[config.mk]
export PLATFORM = sky130hd
export DESIGN_NAME = rf_wb_arbiter
export DESIGN_NICKNAME = d
export VERILOG_FILES = /design/src/rtl/cpu_pkg.sv /design/src/rtl/rf_wb_starve_ctr.sv /design/src/rtl/rf_wb_arbiter.sv
export SDC_FILE = /design/constraint.sdc
export NUM_CORES = 1
export LEC_CHECK = 0
export BUFFER_PORTS_ARGS = -buffer_cell sky130_fd_sc_hd__buf_2
export CORE_AREA = 2 2 61 63
export DETAILED_ROUTE_END_ITERATION = 12
export DIE_AREA = 0 0 63 65
export MAX_ROUTING_LAYER = met4
export PLACE_DENSITY = 0.81
export SYNTH_ARGS = -nofsm -noshare
export SYNTH_HDL_FRONTEND = slang
export SYNTH_HIERARCHICAL = 1
export SYNTH_SLANG_ARGS = --single-unit
[constraint.sdc]
create_clock -name clk -period 5.35 [get_ports clk]
set_input_delay 0.535 -clock clk [delete_from_list [all_inputs] [get_ports clk]]
set_output_delay 0.535 -clock clk [all_outputs]
set_load 0.05 [all_outputs]
[src/rtl/cpu_pkg.sv]
// Shared CPU constants: register-file geometry, writeback grant-source codes, r0.
// Latency: n/a (constants only).
// Backpressure: n/a.
package cpu_pkg;

    localparam int REG_ADDR_W = 5;
    localparam int DATA_W     = 32;

    // Which source owns the register-file write port this cycle
    localparam logic [1:0] SRC_NONE = 2'd0;
    localparam logic [1:0] SRC_PIPE = 2'd1;
    localparam logic [1:0] SRC_MEM  = 2'd2;
    localparam logic [1:0] SRC_MD   = 2'd3;

    // Writes addressed here complete their handshake but never reach the file
    localparam logic [REG_ADDR_W-1:0] REG_R0 = '0;

endpackage

[src/rtl/rf_wb_starve_ctr.sv]
// Counts consecutive cycles a secondary writeback waits and raises a registered pipeline stall.
// Latency: stall_pipe rises one cycle after the STARVE_LIMIT-th waiting cycle and drops one cycle after a secondary grant.
// Backpressure: none; this block only observes request/grant.
module rf_wb_starve_ctr #(
    parameter int STARVE_LIMIT = 4
) (
    input  logic clk,
    input  logic rst,
    input  logic sec_req,
    input  logic sec_gnt,
    output logic stall_pipe
);

    localparam logic [3:0] LIMIT    = 4'(STARVE_LIMIT);
    localparam logic [3:0] LIMIT_M1 = 4'(STARVE_LIMIT - 1);

    logic [3:0] wait_cnt_q, wait_cnt_d;
    logic       stall_q, stall_d;
    logic       incr;

    // Next-state: count waiting cycles (saturating), arm stall on the last step before the limit
    always_comb begin
        incr       = sec_req & ~sec_gnt;
        wait_cnt_d = wait_cnt_q;
        stall_d    = stall_q;
        if (sec_gnt || !sec_req) begin
            wait_cnt_d = 4'd0;
        end else if (wait_cnt_q != LIMIT) begin
            wait_cnt_d = wait_cnt_q + 4'd1;
        end
        if (sec_gnt) begin
            stall_d = 1'b0;
        end else if (incr && (wait_cnt_q == LIMIT_M1)) begin
            stall_d = 1'b1;
        end
    end

    // State registers with synchronous reset
    always_ff @(posedge clk) begin
        if (rst) begin
            wait_cnt_q <= 4'd0;
            stall_q    <= 1'b0;
        end else begin
            wait_cnt_q <= wait_cnt_d;
            stall_q    <= stall_d;
        end
    end

    assign stall_pipe = stall_q;

endmodule

[src/rtl/rf_wb_arbiter.sv]
// Register-file write-port arbiter: pipeline first, then mem-load / mul-div round-robin, with anti-starvation stall.
// Latency: grant and rf write are combinational (same cycle); stall_pipe and err_stall_viol are registered.
// Backpressure: pipeline is never backpressured; secondaries see ready only in the cycle they are written.
// Optional: RF_WB_ARB_FWD_EN adds write-to-read forwarding for the two async read ports.
module rf_wb_arbiter
    import cpu_pkg::*;
#(
    parameter int STARVE_LIMIT = 4
) (
    input  logic                  clk,
    input  logic                  rst,
    input  logic                  pipe_we,
    input  logic [REG_ADDR_W-1:0] pipe_wa,
    input  logic [DATA_W-1:0]     pipe_wd,
    input  logic                  mem_valid,
    input  logic [REG_ADDR_W-1:0] mem_wa,
    input  logic [DATA_W-1:0]     mem_wd,
    output logic                  mem_ready,
    input  logic                  md_valid,
    input  logic [REG_ADDR_W-1:0] md_wa,
    input  logic [DATA_W-1:0]     md_wd,
    output logic                  md_ready,
`ifdef RF_WB_ARB_FWD_EN
    input  logic [REG_ADDR_W-1:0] ra1,
    input  logic [REG_ADDR_W-1:0] ra2,
    input  logic [DATA_W-1:0]     rf_rd1,
    input  logic [DATA_W-1:0]     rf_rd2,
    output logic [DATA_W-1:0]     fwd_rd1,
    output logic [DATA_W-1:0]     fwd_rd2,
`endif
    output logic                  rf_we,
    output logic [REG_ADDR_W-1:0] rf_wa,
    output logic [DATA_W-1:0]     rf_wd,
    output logic                  stall_pipe,
    output logic                  err_stall_viol
);

    logic [1:0] gnt_src;
    logic       rr_last_q, rr_last_d;   // 0 = mem granted last, 1 = md granted last
    logic       err_q, err_d;
    logic       sec_gnt;

    // Grant select: pipeline, then a lone secondary, then the secondary not served last
    always_comb begin
        gnt_src = SRC_NONE;
        if (rst) begin
            gnt_src = SRC_NONE;
        end else if (pipe_we) begin
            gnt_src = SRC_PIPE;
        end else if (mem_valid && md_valid) begin
            gnt_src = rr_last_q ? SRC_MEM : SRC_MD;
        end else if (mem_valid) begin
            gnt_src = SRC_MEM;
        end else if (md_valid) begin
            gnt_src = SRC_MD;
        end
    end

    // Write-port mux and handshake outputs; address/data are zero when idle
    always_comb begin
        rf_wa     = '0;
        rf_wd     = '0;
        mem_ready = 1'b0;
        md_ready  = 1'b0;
        case (gnt_src)
            SRC_PIPE: begin
                rf_wa = pipe_wa;
                rf_wd = pipe_wd;
            end
            SRC_MEM: begin
                rf_wa     = mem_wa;
                rf_wd     = mem_wd;
                mem_ready = 1'b1;
            end
            SRC_MD: begin
                rf_wa    = md_wa;
                rf_wd    = md_wd;
                md_ready = 1'b1;
            end
            default: begin
                rf_wa = '0;
                rf_wd = '0;
            end
        endcase
        rf_we = (gnt_src != SRC_NONE) && (rf_wa != REG_R0);
    end

    assign sec_gnt = mem_ready | md_ready;

    // Next-state for round-robin pointer and sticky stall-violation flag
    always_comb begin
        rr_last_d = rr_last_q;
        if (sec_gnt) begin
            rr_last_d = md_ready;
        end
        err_d = err_q | (pipe_we & stall_pipe);
    end

    // Arbiter state registers; reset makes mem win the first tie
    always_ff @(posedge clk) begin
        if (rst) begin
            rr_last_q <= 1'b1;
            err_q     <= 1'b0;
        end else begin
            rr_last_q <= rr_last_d;
            err_q     <= err_d;
        end
    end

    assign err_stall_viol = err_q;

    rf_wb_starve_ctr #(
        .STARVE_LIMIT(STARVE_LIMIT)
    ) u_starve (
        .clk        (clk),
        .rst        (rst),
        .sec_req    (mem_valid | md_valid),
        .sec_gnt    (sec_gnt),
        .stall_pipe (stall_pipe)
    );

`ifdef RF_WB_ARB_FWD_EN
    // Bypass the write landing this cycle onto the async read ports
    always_comb begin
        fwd_rd1 = (rf_we && (rf_wa == ra1)) ? rf_wd : rf_rd1;
        fwd_rd2 = (rf_we && (rf_wa == ra2)) ? rf_wd : rf_rd2;
    end
`endif

endmodule

======== After elaboration in Yosys (flattened, before gate mapping) ========
Index checks and enable logic that the tools add are counted.
word-level totals
  register bits ........................... 7
  logic and storage cells ................. 35
  output and inout bits ................... 42
  input bits .............................. 116
cells by class
  bitwise operators ....................... 6
  equal/unequal tests ..................... 5
  add/sub/neg operators ................... 1
  reduce and logical (&&, ||, !) cells .... 9
  mux-type cells .......................... 10
operator list
  kind                 number
  $pmux 32 s3          1
  $pmux 5 s3           1
  $mux 2               5
  $reduce_bool 5->1    1
  $add 4x1->4 const B  1
  $eq 2x2->1 const B   2
  $eq 4x2->1 const B   1
  $ne 4x3->1 const B   1
  $reduce_or 2->1      2
  $logic_and 1x1->1    3
  $mux 1               3
  $or 1x1->1           3
  $and 1x1->1          2
  $eq 2x1->1 const B   1
  $reduce_bool 2->1    1
  $logic_not 1->1      1
  $logic_or 1x1->1     1
  $not 1->1            1

======== Depth between registers and ports, before layout ========
Gate-level depths: netlist of the first run.
  word-level depth ........................ 11
  gate-level depth with buffers ........... 6
  mapped depth without buffers ............ 5

======== Modules after synthesis ========
Netlist of the first run, hierarchy kept.
by module, submodules not included
  module            sequential area each (um^2)  area each (um^2)  times used  cells each
  rf_wb_arbiter     40.0                         693.2             1           104
  rf_wb_starve_ctr  100.1                        250.2             1           28

======== Worst setup path after synthesis of the first run ========
Ideal clock, no wire load.
  kind .................................... input -> output
  start ................................... input md_valid
  end ..................................... output rf_we
  data arrival time ....................... 2.247 ns
  required time ........................... 4.815 ns
  stages on the path ...................... 6
  slack ................................... 2.568 ns
  cell sequence ........................... nand2b_1 -> and3_1 -> buf_2 -> a22oi_1 -> nand2_1 -> or4_1
between the ends
  cells in the longest elaborated chain, start to end .. 9
  elaborated cells on any way between the ends .. 13
  those cells by class .................... eq/ne: 3; mux: 6; reduce/logical: 4
ends and longest elaborated chain
  what                                      RTL line             text
  start: declaration                        rf_wb_arbiter.sv:19  input logic md_valid,
  $mux 2                                    rf_wb_arbiter.sv:54  end else if (md_valid) begin
  $mux 2                                    rf_wb_arbiter.sv:52  end else if (mem_valid) begin
  $mux 2 *                                  rf_wb_arbiter.sv:50  end else if (mem_valid && md_valid) begin
  $mux 2 *                                  rf_wb_arbiter.sv:48  end else if (pipe_we) begin
  $mux 2 *                                  rf_wb_arbiter.sv:46  if (rst) begin
  $eq 2x2->1 or $eq 2x1->1 (tied branches)  rf_wb_arbiter.sv:65  case (gnt_src)
  $pmux 5 s3 *                              rf_wb_arbiter.sv:65
  via rf_wa[2]                              rf_wb_arbiter.sv:32  output logic [REG_ADDR_W-1:0] rf_wa,
  $reduce_bool 5->1 *                       rf_wb_arbiter.sv:85  rf_we = (gnt_src != SRC_NONE) && (rf_wa != REG_R0);
  $logic_and 1x1->1 *                       rf_wb_arbiter.sv:85
  end: declaration                          rf_wb_arbiter.sv:31  output logic rf_we,
Mark *: on every way through the listed nets, which the timed path passes. The rest lies on a longest branch.

======== Final worst setup path of the first run ========
  start ................................... register rr_last_q
  end ..................................... output rf_we
between the ends
  cells in the longest elaborated chain, start to end .. 8
  elaborated cells on any way between the ends .. 11
  those cells by class .................... eq/ne: 3; mux: 5; reduce/logical: 3
ends and longest elaborated chain
  what                                      RTL line              text
  start: declaration                        rf_wb_arbiter.sv:39   logic rr_last_q, rr_last_d;
  start signal: assignment                  rf_wb_arbiter.sv:105  rr_last_q <= rr_last_d;
  $mux 1 *                                  rf_wb_arbiter.sv:51   gnt_src = rr_last_q ? SRC_MEM : SRC_MD;
  $mux 2 *                                  rf_wb_arbiter.sv:50
  $mux 2 *                                  rf_wb_arbiter.sv:48
  $mux 2 *                                  rf_wb_arbiter.sv:46
  $eq 2x2->1 or $eq 2x1->1 (tied branches)  rf_wb_arbiter.sv:65
  $pmux 5 s3                                rf_wb_arbiter.sv:65
  $reduce_bool 5->1                         rf_wb_arbiter.sv:85
  $logic_and 1x1->1 *                       rf_wb_arbiter.sv:85
Every way passes the cells marked *; elsewhere a longest branch is shown, timed or not.

==> flow_metrics.tcl, run 1 <==
set metrics [dict create \
    status "finished clean" \
    gp_congestion 0.817 \
    cts_setup_buffers 0 \
    timing.critical_path.to "rf_we" \
    ioPinCount 158 \
    p_int_w 0.000148 \
    nNetsFinal 402 \
    worstSetupStartpointType "register" \
    worstPathRequired_ns 4.82 \
    netlist_instances 132 \
    port_buffers 157 \
    start_util_pct 27.0 \
    grt_use_total_pct 19.0 \
    ff2ff_path_depth 5 \
    drt-total-wl_um 4370 \
    ir_drop_uv 100 \
    grt_pass1_vias 1358 \
    rows 22 \
    worstPathArrival_ns 2.28 \
    endpoint_kind "output port" \
    p_comb_share_pct 65.0 \
    maxSlewViolCount 0 \
    clockRootBuffer "clkbuf_4" \
    syn_area_per_cell_um2 7.15 \
    min_path_type "register to register" \
    setup_viol 0 \
    hpwl_um 3470 \
    synth_area_leaders "a222oi_1, inv_1, dfxtp_1" \
    vias_per_cell 5.06 \
    synth_seq_cells 7 \
    ys_seq_area_share_pct 14.9 \
    die-height_um 65 \
    min_period_ns 2.81 \
    power_frac_seq_pct 18.8 \
    final_cell_mix "buf_2, inv_1, a222oi_1" \
    critPathLaunch "rr_last_q$_SDFFE_PP1P_" \
    areaGrowthSynthToFinish_pct 88.6 \
    finalSetupTns_ns 0 \
    postLayoutCoreUtil_pct 50.9 \
    stdcell_count 331 \
    num_vias 1675 \
    cts_hold_buf 0 \
    wl_per_cell_um 13.2 \
    total_power_w 0.000300 \
    cts_sinks 7 \
    p_sw_w 0.000152 \
    max_freq_ghz 0.355 \
    grt_max_degree 39 \
    core-area_um2 3500 \
    fin_skew_ns 0.0108 \
    dieArea_um2 4100 \
    reg2reg_from "u_starve/wait_cnt_q[0]$_SDFFE_PP0P_" \
    cts_tree "built" \
    rrSetupSlack_ns 4.17 \
    clkTransAtPathRegs_ns 0.06 \
    diodes 0 \
    yosysTopAreaCellShare_pct 38.2 \
    synth_top_area_cell "a222oi_1" \
    worst_hold_slack_ns 0.477 \
    first_pass_iters 8 \
    clk_latency_ns 0.25 \
    fp.dieW_um 63 \
    drtIter0Drc 309 \
    finalHoldViolations 0 \
    cts_resized 0 \
    drive_gt1_share_pct 58.7 \
    clockBufferDepth 2 \
    swShare_pct 50.6 \
    syn_area_um2 943 \
    placed_cells 327 \
    ant_nets 0 \
    cts_buffers 3 \
    htreeDepth 1 \
    ys_warn_count 6 \
    path_class "register to output port" \
    synth_fp_nets 250 \
    grt_pass1_wl_um 6220 \
    worst_pin_slew_ns 0.397 \
    crit_fanout 38 \
    antenna_found_initial 0 \
    drc 0 \
    synth_cell_types 26 \
    p_per_area_nw_per_um2 169 \
    grt_overflow 0 \
    rsz0062_at_grt "false" \
    power_leakage_nw 1.24 \
    mostFrequentLayoutCell "buf_2" \
    min_period_over_period_pct 52.6 \
    slew_headroom_pct 73.5 \
    r2r-end "u_starve/wait_cnt_q[1]$_SDFFE_PP0P_" \
    max_cap_viol_count 0 \
    power.share.clock_pct 16.2 \
]
==> final cells by class <==
cell class                 count  area, um^2
fill                         378        1720
timing repair buffer         159         801
multi-input combinational     74         606
inverter                      39         146
sequential                     7         140
tap                           48        60.1
clock buffer                   4        26.3
==> per-layer routing <==
metal / global-route usage [%] / share of wire, % / vias up
met5: - / 0 / -
met4: 5.56 / 0.87 / 0
met3: 2.08 / 10 / 6
met2: 32.3 / 51 / 103
met1: 23.9 / 38 / 752
li1: - / - / 814
==> through the flow <==
| stage | setup slack, ns | cell area, um^2 |
|---|---|---|
| after floorplan | 2.57 | 943 |
| after detailed placement | 2.53 | 1750 |
| after global placement | 2.56 | 1750 |
| after global routing | 2.35 | 1780 |
| after CTS | 2.51 | 1780 |
| final | 2.54 | 1780 |
==> cell families (layout without fill, tap and decap cells) <==
kind of cell / after synthesis / count (layout) / share of synthesized area, %
mux: 2 / 2 / 2.12
simple gates: 28 / 28 / 16.6
flops: 7 / 7 / 14.9
xor+xnor: 1 / 1 / 0.929
fa+ha+maj: 2 / 2 / 2.65
compound gates: 41 / 41 / 41.6
buf+inv: 51 / 202 / 21.2
==> synth_stat cells <==
cell type / n
clkbuf_1: 5
buf_2: 1
and2_1: 1
a21oi_1: 2
nand3_2: 1
mux2i_1: 2
dfxtp_1: 7
and3_1: 1
ha_1: 2
buf_6: 1
nand3b_4: 1
a22oi_1: 1
xnor2_1: 1
or4_1: 1
a222oi_1: 36
a31oi_1: 1
a211o_1: 1
nor3_1: 2
or2_1: 1
inv_1: 39
nand2_1: 6
nand2b_1: 2
nor2b_1: 1
and3_4: 1
buf_1: 5
nor2_1: 10
==> critical path, cell delays in order (launching register included) <==
cell and delay (ns):
dfxtp_1 0.32, nand2b_1 0.15, and3_1 0.18, buf_4 0.25, a222oi_1 0.31, inv_1 0.09
or4_1 0.50, buf_2 0.22
==> state kept, by name, indices dropped and copies added (netlist names) <==
register and count:
err_stall_viol 1, rr_last_q 1, u_starve/stall_pipe 1, u_starve/wait_cnt_q 4
==> power by group through the flow <==
stage	Sequential [W]	Combinational, W	Clock [W]
after floorplan	0.0000577	0.000124	0
after global routing	0.0000569	0.000207	0.0000546
final	0.0000565	0.000195	0.0000485
after global placement	0.0000574	0.000193	0
after CTS	0.0000564	0.000195	0.0000517
after detailed placement	0.0000576	0.000195	0
==> worst min path at each step <==
stage / to / slack [ns] / from / cells past startpoint
6_report: err_stall_viol$_SDFF_PP0_ / 0.48 / err_stall_viol$_SDFF_PP0_ / 2
5_1_grt: err_stall_viol$_SDFF_PP0_ / 0.52 / err_stall_viol$_SDFF_PP0_ / 2
4_1_cts: err_stall_viol$_SDFF_PP0_ / 0.48 / err_stall_viol$_SDFF_PP0_ / 2
3_5_place_dp: err_stall_viol$_SDFF_PP0_ / 0.47 / err_stall_viol$_SDFF_PP0_ / 2
3_3_place_gp: err_stall_viol$_SDFF_PP0_ / 0.47 / err_stall_viol$_SDFF_PP0_ / 2
2_1_floorplan: rr_last_q$_SDFFE_PP1P_ / 0.45 / rr_last_q$_SDFFE_PP1P_ / 1
Note: power is estimated with default switching activity, not from simulation.
==> inputs of run 2 (changes only) <==
--- a/config.mk
+++ b/config.mk
@@ -5,12 +5,13 @@
 export SDC_FILE = /design/constraint.sdc
 export NUM_CORES = 1
 export LEC_CHECK = 0
+export ABC_AREA = 1
 export BUFFER_PORTS_ARGS = -buffer_cell sky130_fd_sc_hd__buf_2
-export CORE_AREA = 2 2 61 63
+export CORE_MARGIN = 2
+export CORE_UTILIZATION = 28
 export DETAILED_ROUTE_END_ITERATION = 12
-export DIE_AREA = 0 0 63 65
 export MAX_ROUTING_LAYER = met4
-export PLACE_DENSITY = 0.81
+export PLACE_DENSITY = 0.77
 export SYNTH_ARGS = -nofsm -noshare
 export SYNTH_HDL_FRONTEND = slang
 export SYNTH_HIERARCHICAL = 1
==> constraint.sdc (replaced) <==
create_clock -name clk -period 2.5 [get_ports clk]
set_input_delay 0.25 -clock clk [delete_from_list [all_inputs] [get_ports clk]]
set_output_delay 0.25 -clock clk [all_outputs]
set_load 0.05 [all_outputs]
==> flow_metrics.tcl, run 2 <==
set metrics [dict create \
    yosysTopAreaCellShare_pct 39.0 \
    r2r-end "u_starve/wait_cnt_q[2]$_SDFFE_PP0P_" \
    ant_nets 0 \
    syn_area_per_cell_um2 4.98 \
    grt_max_degree 34 \
    max_freq_ghz 0.463 \
    clockRootBuffer "clkbuf_8" \
    antenna_found_initial 0 \
    crit_fanout 33 \
    clk_latency_ns 0.23 \
    wl_per_cell_um 10.8 \
    maxSlewViolCount 0 \
    die-height_um 68.2 \
    cts_resized 0 \
    cts_tree "built" \
    hold_depth 2 \
    gp_congestion 0.778 \
    endpoint_kind "output port" \
    swShare_pct 48.8 \
    synth_area_leaders "nand2_1, nand3_1, dfxtp_1" \
    finalHoldViolations 0 \
    holdPathEnd "err_stall_viol$_SDFF_PP0_" \
    worstPathRequired_ns 2.25 \
    start_util_pct 29.1 \
    yosys-top-cells-count "nand2_1, nand3_1, nor2_1, inv_1, dfxtp_1" \
    async_flop_share_pct 0 \
    fin_skew_ns 0.00189 \
    vias_per_cell 4.49 \
    critPathBufInv 4 \
    cts_sinks 7 \
    synth_edf_count 0 \
    clkTransAtPathRegs_ns 0.04 \
    htreeDepth 1 \
    largest_reg_flops 4 \
    p_int_w 0.000366 \
    critPathTopFamily "buffers and inverters" \
    p_sw_w 0.000348 \
    postLayoutCoreUtil_pct 50.4 \
    finalSetupTns_ns 0 \
    first_pass_iters 4 \
    rrSetupSlack_ns 1.41 \
    synth_top_area_cell "nand2_1" \
    worstPathArrival_ns 1.91 \
    core-area_um2 3970 \
    synth_fp_nets 350 \
    clockBufferDepth 2 \
    yosysMostFrequentCell "nand2_1" \
    path_class "input port to output port" \
    p_comb_share_pct 60.3 \
    setup_viol 0 \
    ff2ff_path_depth 6 \
    p_per_area_nw_per_um2 357 \
    slowest_stage "inv_2" \
    power_leakage_nw 1.25 \
    min_path_type "input port to register" \
    cpPeakStageDelay_ns 0.41 \
    cts_buffers 3 \
    top_register "u_starve/wait_cnt_q" \
    synth_cell_types 19 \
    fillCellCount 420 \
    reg2reg_from "u_starve/wait_cnt_q[0]$_SDFFE_PP0P_" \
    crit_chain "buf_2, inv_2, nand2_1, nor2_2, nand2_2, inv_2, nand2_1, nand3_1, buf_2" \
    drc 0 \
    areaGrowthSynthToFinish_pct 73.5 \
    total_power_w 0.000714 \
    power.share.clock_pct 22.5 \
    power_frac_seq_pct 17.3 \
    port_buffers 157 \
    max_cap_viol_count 0 \
    syn_area_um2 1150 \
    grt_pass1_vias 1458 \
    grt_use_total_pct 17.2 \
    rows 23 \
    hpwl_um 3810 \
    cts_setup_buffers 0 \
    diodes 0 \
    final_cell_mix "buf_2, nand2_1, nand3_1" \
    rsz0062_at_grt "false" \
    drive_gt1_share_pct 44.8 \
    hold_path.startpoint "rst" \
    ys_warn_count 6 \
    drt-total-wl_um 4690 \
    dieArea_um2 4650 \
    grt_overflow 0 \
    min_period_over_period_pct 86.3 \
    num_vias 1959 \
    ioPinCount 158 \
    worstSetupStartpointType "input port" \
    mostFrequentLayoutCell "buf_2" \
    drtIter0Drc 71 \
    ys.flop_type "dfxtp_1" \
    synth_seq_cells 7 \
    ir_drop_uv 378 \
    slew_headroom_pct 64.2 \
    nNetsFinal 505 \
    min_period_ns 2.16 \
    ys_seq_area_share_pct 12.1 \
    netlist_instances 232 \
    cts_hold_buf 0 \
    fp.dieW_um 68.2 \
    status "finished clean" \
    grt_pass1_wl_um 6050 \
    worst_pin_slew_ns 0.536 \
]
-- run 2: power by group through the flow --
stage	logic (W)	clock network, W	registers, W
5_1_grt	0.000463	0.000176	0.000125
3_5_place_dp	0.000430	0	0.000125
6_report	0.000431	0.000161	0.000123
3_3_place_gp	0.000428	0	0.000125
2_1_floorplan	0.000280	0	0.000125
4_1_cts	0.000432	0.000163	0.000123
-- run 2: cells by family after synthesis --
| group | share of synthesized area, % |
|---|---|
| AND/OR/NAND/NOR | 71.3 |
| buffers and inverters | 13.1 |
| flip-flops | 12.1 |
| AO/OA/AOI/OAI | 1.30 |
| adder cells (fa/ha/maj) | 2.17 |
-- run 2: worst max path at each step --
stage	from	depth (start not counted)	endpoint	slack [ns]
2_1_floorplan	mem_valid	7	rf_we	0.54
3_3_place_gp	rst	9	rf_wd[7]	0.38
3_5_place_dp	rst	9	rf_wd[29]	0.33
4_1_cts	rst	9	rf_wd[29]	0.32
5_1_grt	rst	9	rf_wd[29]	0.14
6_report	rst	9	rf_wd[29]	0.34
-- run 2: area by class of cell --
cell class | count | area (um^2) | area share (%)
Timing Repair Buffer | 160 | 821 | 41.0
Inverter | 19 | 71.3 | 3.56
Tap cell | 50 | 62.6 | 3.12
Clock buffer | 4 | 45.0 | 2.25
Sequential cell | 7 | 140 | 7.00
Multi-Input combinational cell | 196 | 863 | 43.1
-- run 2: per-layer routing --
metal	global-route usage, %	share of wire (%)
met1	20.9	42
met2	30.5	48
met3	1.97	10
met5	-	0
met4	3.50	0.51
-- run 2: stage by stage --
step / hold WS (ns) / setup slack (ns) / instance area [um^2] / instances
after floorplan: 0.322 / 0.541 / 1150 / 232
after global placement: 0.461 / 0.383 / 1960 / 432
after detailed placement: 0.458 / 0.332 / 1960 / 432
after CTS: 0.274 / 0.324 / 2000 / 436
after global routing: 0.279 / 0.145 / 2000 / 436
final: 0.273 / 0.342 / 2000 / 436
